## config.mk

```make
export PLATFORM = sky130hd
export DESIGN_NAME = instr_fetch
export DESIGN_NICKNAME = d
export VERILOG_FILES = /design/src/rtl/lib_cpu.sv /design/src/rtl/fetch_watchdog.sv /design/src/rtl/instr_fetch.sv
export SDC_FILE = /design/constraint.sdc
export NUM_CORES = 1
export LEC_CHECK = 0
export ABC_AREA = 1
export CORE_ASPECT_RATIO = 0.7
export CORE_UTILIZATION = 40
export CTS_CLUSTER_SIZE = 16
export DETAILED_ROUTE_END_ITERATION = 16
export PLACE_DENSITY_LB_ADDON = 0.1
export SLEW_MARGIN = 15
export SYNTH_ARGS = -nofsm -noshare
export SYNTH_HDL_FRONTEND = slang
export SYNTH_HIERARCHICAL = 1
export SYNTH_SLANG_ARGS = --single-unit
```

## constraint.sdc

```tcl
create_clock -name clk -period 3 [get_ports clk]
set_input_delay 0.3 -clock clk [delete_from_list [all_inputs] [get_ports clk]]
set_output_delay 0.3 -clock clk [all_outputs]
set_load 0.03 [all_outputs]
```

## src/rtl/lib_cpu.sv

```systemverilog
// Shared CPU types: opcode/funct fields, fetch FSM states, reset instruction.
// Imported by the fetch stage and its watchdog.
package lib_cpu;

   typedef logic [5:0] OPECODE;
   typedef logic [5:0] FUNCT;

   typedef enum logic [1:0] {
      IDLE  = 2'd0,
      WAIT  = 2'd1,
      DRAIN = 2'd2
   } FETCH_STATE;

   localparam logic [31:0] NOP_INSTR = 32'h0000_0000;

   function automatic logic word_aligned(input logic [31:0] a);
      return a[1:0] == 2'b00;
   endfunction

endpackage

```

## src/rtl/fetch_watchdog.sv

```systemverilog
// Ack-wait watchdog for the fetch stage: counts cycles spent waiting for an ack.
// Ports: clk, reset, clr (restart count), active (waiting), ack, timeout (pulse).
module fetch_watchdog
   import lib_cpu::*;
#(
   parameter int TIMEOUT_CYCLES = 255
)(
   input  logic clk,
   input  logic reset,
   input  logic clr,
   input  logic active,
   input  logic ack,
   output logic timeout
);

   localparam logic [15:0] LIMIT = 16'(TIMEOUT_CYCLES - 1);

   logic [15:0] cnt_q;
   logic [15:0] cnt_d;

   // Count holds n-1 in the n-th waiting cycle, so the pulse fires in the
   // TIMEOUT_CYCLES-th cycle without an ack.
   assign timeout = active && !ack && !clr && (cnt_q == LIMIT);

   always_comb begin
      cnt_d = cnt_q;
      if (clr) begin
         cnt_d = '0;
      end else if (active && !ack && !timeout) begin
         cnt_d = cnt_q + 16'd1;
      end
   end

   always_ff @(posedge clk or posedge reset) begin
      if (reset) begin
         cnt_q <= '0;
      end else begin
         cnt_q <= cnt_d;
      end
   end

endmodule

```

## src/rtl/instr_fetch.sv

```systemverilog
// Instruction fetch stage: req/ack word read into the instruction register,
// field split for the controller, flush support. Optional FETCH_WATCHDOG_EN
// adds an ack timeout. Ports: clk, reset, pc, fetch_req, flush, mem_* bus,
// instr and fields, busy, instr_valid, fetch_err.
module instr_fetch
   import lib_cpu::*;
#(
   parameter int          TIMEOUT_CYCLES = 255,
   parameter logic [31:0] RESET_INSTR    = NOP_INSTR
)(
   input  logic        clk,
   input  logic        reset,
   input  logic [31:0] pc,
   input  logic        fetch_req,
   input  logic        flush,
   output logic        mem_req,
   output logic [31:0] mem_addr,
   input  logic [31:0] mem_rdata,
   input  logic        mem_ack,
   output logic [31:0] instr,
   output OPECODE      op,
   output FUNCT        funct,
   output logic [4:0]  rs,
   output logic [4:0]  rt,
   output logic [4:0]  rd,
   output logic [15:0] imm,
   output logic        busy,
   output logic        instr_valid,
   output logic        fetch_err
);

   FETCH_STATE  state_q, state_d;
   logic [31:0] addr_q, addr_d;
   logic [31:0] instr_q, instr_d;
   logic        valid_q, valid_d;
   logic        err_q, err_d;

   logic        accept;
   logic        wd_clr;
   logic        wd_timeout;

   assign accept = (state_q == IDLE) && fetch_req && word_aligned(pc);

   // Counter restarts on every entry into a waiting state.
   assign wd_clr = accept ||
                   ((state_q == WAIT) && flush && !mem_ack);

`ifdef FETCH_WATCHDOG_EN
   fetch_watchdog #(
      .TIMEOUT_CYCLES(TIMEOUT_CYCLES)
   ) u_wd (
      .clk    (clk),
      .reset  (reset),
      .clr    (wd_clr),
      .active (state_q != IDLE),
      .ack    (mem_ack),
      .timeout(wd_timeout)
   );
`else
   logic [16:0] unused_wd;
   assign unused_wd  = {wd_clr, 16'(TIMEOUT_CYCLES)};
   assign wd_timeout = 1'b0;
`endif

   always_comb begin
      state_d = state_q;
      addr_d  = addr_q;
      instr_d = instr_q;
      valid_d = 1'b0;
      err_d   = err_q;
      unique case (state_q)
         IDLE: begin
            if (fetch_req) begin
               if (word_aligned(pc)) begin
                  addr_d  = pc;
                  err_d   = 1'b0;
                  state_d = WAIT;
               end else begin
                  err_d = 1'b1;
               end
            end
         end
         WAIT: begin
            if (mem_ack) begin
               // A flush in the ack cycle drops the data.
               if (!flush) begin
                  instr_d = mem_rdata;
                  valid_d = 1'b1;
               end
               state_d = IDLE;
            end else if (flush) begin
               // The request is already on the bus; wait out its ack.
               state_d = DRAIN;
            end
         end
         DRAIN: begin
            if (mem_ack) begin
               state_d = IDLE;
            end
         end
         default: begin
            state_d = IDLE;
         end
      endcase
      if (wd_timeout) begin
         state_d = IDLE;
         err_d   = 1'b1;
      end
   end

   always_ff @(posedge clk or posedge reset) begin
      if (reset) begin
         state_q <= IDLE;
         addr_q  <= '0;
         instr_q <= RESET_INSTR;
         valid_q <= 1'b0;
         err_q   <= 1'b0;
      end else begin
         state_q <= state_d;
         addr_q  <= addr_d;
         instr_q <= instr_d;
         valid_q <= valid_d;
         err_q   <= err_d;
      end
   end

   assign mem_req     = (state_q != IDLE);
   assign busy        = (state_q != IDLE);
   assign mem_addr    = addr_q;
   assign instr       = instr_q;
   assign instr_valid = valid_q;
   assign fetch_err   = err_q;

   assign op    = instr_q[31:26];
   assign rs    = instr_q[25:21];
   assign rt    = instr_q[20:16];
   assign rd    = instr_q[15:11];
   assign imm   = instr_q[15:0];
   assign funct = instr_q[5:0];

endmodule

```

==> results summary <==
The design internal power came out at 2212 uW. The final wirelength is between 7 and 8 mm. The wire-length estimate of the detail-placed layout is 5.412 mm. The average size of a mapped cell came out at 8.755 um2. The number of nets with antenna violations after detailed routing is 0. The post-CTS repair timing setup buffer count is 0. On the worst path, the slowest cell contributes a delay of roughly 0.59 ns. The first TritonRoute pass finished after 5 iterations. The die width is between 100 and 150 um. The count of instances resized after the clock tree is built came out at 0. The warning count from the yosys run is 6. The count of buffers added on input and output ports is 179. The number of pins exceeding their max-slew limit in the final report is 0. Setup violations remaining at the end of the flow were counted as 0. The largest vdd supply drop came out at around 0.00047 V. The routed via count divided by cell count came out at 4.361. The CTS buffer count came out at 9.

The leakage component of the power came out at between 0.002 and 0.0025 uW. The detailed-route DRC error count came out at 0. In the final layout, the share of cells above drive strength 1 is 0.05000.

The switching power of the nets came out at 1473 uW. The count of unique library cells instantiated by Yosys is 15. In this run the count of I/O pins placed on the die edge is 180. The worst slew margin relative to its limit is 0.6056. The most critical setup path has its endpoint at mem_req.

Synthesis handed over a netlist of approximately 340 instances. The initial core utilization came out at 0.4292. Summed over all failing endpoints, the final setup total negative slack is 0 ns. The reg-to-reg endpoint is mem_addr[16]. The area of all placed cells without fillers came out at about 4700 um2.

The die span in y came out at 74.39 um. The worst clock skew is 0.006014 ns. The count of standard-cell rows came out at 25. The tree is rooted in a sky130_fd_sc_hd__clkbuf_8. The antenna diode count came out at 0.

The final layout net count is 546. The worst register-to-register path begins at state_q[0]. The signal on the critical path passes through nor2_4 -> inv_1 -> clkdlybuf4s50_1. The transition time at the pin with the least slew margin is 0.5907 ns. The first-pass GRT wire length came out at approximately 12 mm.

The hold buffer count at CTS came out at 0. The via count of the first global-routing pass is between 2000 and 2500. In this run the worst hold path is classified as input pin to asynchronous set/reset pin. The clock net sink count is 68. For this design the ratio of total power to cell area is 790.4 nW/um2. The category of the most critical setup path is register to output pin. The worst setup margin is ~1.1 ns. Among all stages on the critical path, the largest delay is contributed by sky130_fd_sc_hd__clkdlybuf4s50_1. The worst setup path is captured at an output pin. The final-report hold violation count came out at 0. The net count of the mapped netlist is 411. The final weighted congestion of routability-driven global placement is 0.7274. The share of the Yosys chip area taken by registers is 0.5683.

The die covers 7841 um2. The maximum net fanout on the critical path came out at 4. At the worst endpoint, the required time is 2.70 ns. For this run, the total global-route usage over all layers was measured as 0.1928. Setup repair after global routing left no endpoint under its margin. The element type at the critical path start is a register. The total standard cell area after synthesis came out at 2994 um2.

The count of max-cap constraint violations came out at 0. The number of cells on the worst reg-to-reg path came out at 5. Entering global routing, the biggest net connects 42 pins.

The total congestion overflow came out at 0. The proportion of power drawn by flip-flops and latches is 0.344. In this run the deepest clock path goes through 2 buffers.

The post-place setup slack is roughly 0.87 ns. The post-route fraction of the period consumed by the critical path came out at 0.6350. The total via count after detailed routing came out at around 2500. In this run the cell area measured after placement is 4488 um2.

Relative to the synthesized area, the layout overhead comes to 55.75%. The flow ran to the end, and the final reports show no timing, DRC or antenna violations. The initial antenna violation count came out at 0. The synthesized design contains 68 register bits. The critical path launch point is state_q[0].

The count of fill cells added during filler insertion came out at 595. The fraction of power spent switching nets is 0.3998. The core region is 6975 um2.

TritonCTS built the clock tree. In this run the number of H-tree levels came out at 3. For the worst setup path, the data arrival time is 1.61 ns. The post-CTS clock slew at the launch and capture registers of the worst setup and hold paths is 0.06 ns. The final critical path time including I/O delays and setup came out at 1.905 ns.

The first-iteration detailed-routing DRC count came out at 83. The relative contribution of combinational cells to total power came out at 0.475. The clock insertion delay at the later pin of the skew report is 0.33 ns. Of the total power, the clock network draws 0.181. Setup slack on the worst reg-to-reg path comes out at 1.24 ns.

The top achievable clock speed is between 500 and 600 MHz. The routed length per instance is ~13 um.
-- stage by stage --
step	utilization	std cells	hold slack [ns]	power, uW
finish	0.6685	574	0.3587	3686
global route	0.6685	574	0.3972	3870
CTS	0.6685	574	0.3628	3726
detailed placement	0.6434	560	0.4647	3046
global placement	0.6434	560	0.4521	3023
floorplan	-	342	0.4096	2402
-- sequential cells by signal, summed over array words and instances (netlist names) --
signal and cells:
state_q 2, mem_addr 32, instr_valid 1, fetch_err 1
instr 32
-- cell usage after synthesis --
| cell | number | area, um2 |
|---|---|---|
| sky130_fd_sc_hd__nor2_4 | 1 | 11.26 |
| sky130_fd_sc_hd__a21oi_1 | 2 | 10.01 |
| sky130_fd_sc_hd__buf_6 | 6 | 67.56 |
| sky130_fd_sc_hd__nand4_1 | 1 | 6.260 |
| sky130_fd_sc_hd__inv_2 | 3 | 11.26 |
| sky130_fd_sc_hd__nand3_4 | 1 | 17.52 |
| sky130_fd_sc_hd__inv_4 | 1 | 6.260 |
| sky130_fd_sc_hd__nor2_2 | 1 | 6.260 |
| sky130_fd_sc_hd__buf_4 | 47 | 352.8 |
| sky130_fd_sc_hd__buf_2 | 3 | 15.01 |
| sky130_fd_sc_hd__nand2_1 | 196 | 735.7 |
| sky130_fd_sc_hd__nand2_4 | 1 | 11.26 |
| sky130_fd_sc_hd__inv_1 | 6 | 22.52 |
| sky130_fd_sc_hd__dfrtp_1 | 68 | 1702 |
| sky130_fd_sc_hd__nor2_1 | 5 | 18.77 |
-- critical path: cells and delay by family, from the launching register on --
kind / cells / cell delay, ns
buf+inv: 2 / 0.66
flops: 1 / 0.44
simple gates: 1 / 0.19
-- how the worst min path moves through the flow --
stage / from / endpoint / slack (ns) / cells after the start
global route: reset / mem_addr[30] / 0.40 / 2
global placement: mem_addr[1] / mem_addr[1] / 0.45 / 2
finish: reset / mem_addr[8] / 0.36 / 2
floorplan: mem_rdata[0] / instr[0] / 0.41 / 2
CTS: reset / state_q[1] / 0.36 / 2
detailed placement: mem_addr[23] / mem_addr[23] / 0.46 / 2
-- cell type report --
class | instances | area, um2 | area share
timing repair buffer | 180 | 1812 | 0.3885
sequential | 68 | 1702 | 0.3649
multi-input combinational | 208 | 817.0 | 0.1752
clock buffer | 12 | 165.2 | 0.03542
tap | 94 | 117.6 | 0.02522
inverter | 10 | 40.04 | 0.008586
clock inverter | 2 | 10.01 | 0.002146
-- metal layers --
metal  global-route usage  vias to the layer above  part of all wire
met4              0.07042                        0            0.0097
met5                    0                        -                 0
met1               0.2442                     1148              0.43
met3              0.07362                        8             0.086
li1                     -                     1245                 -
met2               0.3063                      102              0.47
-- kinds of logic after synthesis --
group / share of synthesized area
compound gates: 0.003343
flops: 0.5683
simple gates: 0.2695
buf+inv: 0.1588
-- power by group through the flow --
stage | registers, uW | logic, uW | clock network (uW)
after floorplan | 1650 | 748 | 0
after global placement | 1280 | 1750 | 0
after detailed placement | 1280 | 1760 | 0
after CTS | 1270 | 1770 | 687
after global routing | 1300 | 1840 | 731
final | 1270 | 1750 | 667
-- cells in the final DEF, fill, tap and decap left out, drive strengths merged --
| cell | netlist | final |
|---|---|---|
| nand3 | 1 | 1 |
| clkbuf | 0 | 12 |
| dfrtp | 68 | 68 |
| inv | 10 | 10 |
| clkdlybuf4s50 | 0 | 179 |
| nand2 | 197 | 197 |
| a21oi | 2 | 2 |
| clkinv | 0 | 2 |
| nor2 | 7 | 7 |
| nand4 | 1 | 1 |
| buf | 56 | 1 |
Power figures use the tool's default switching activity.
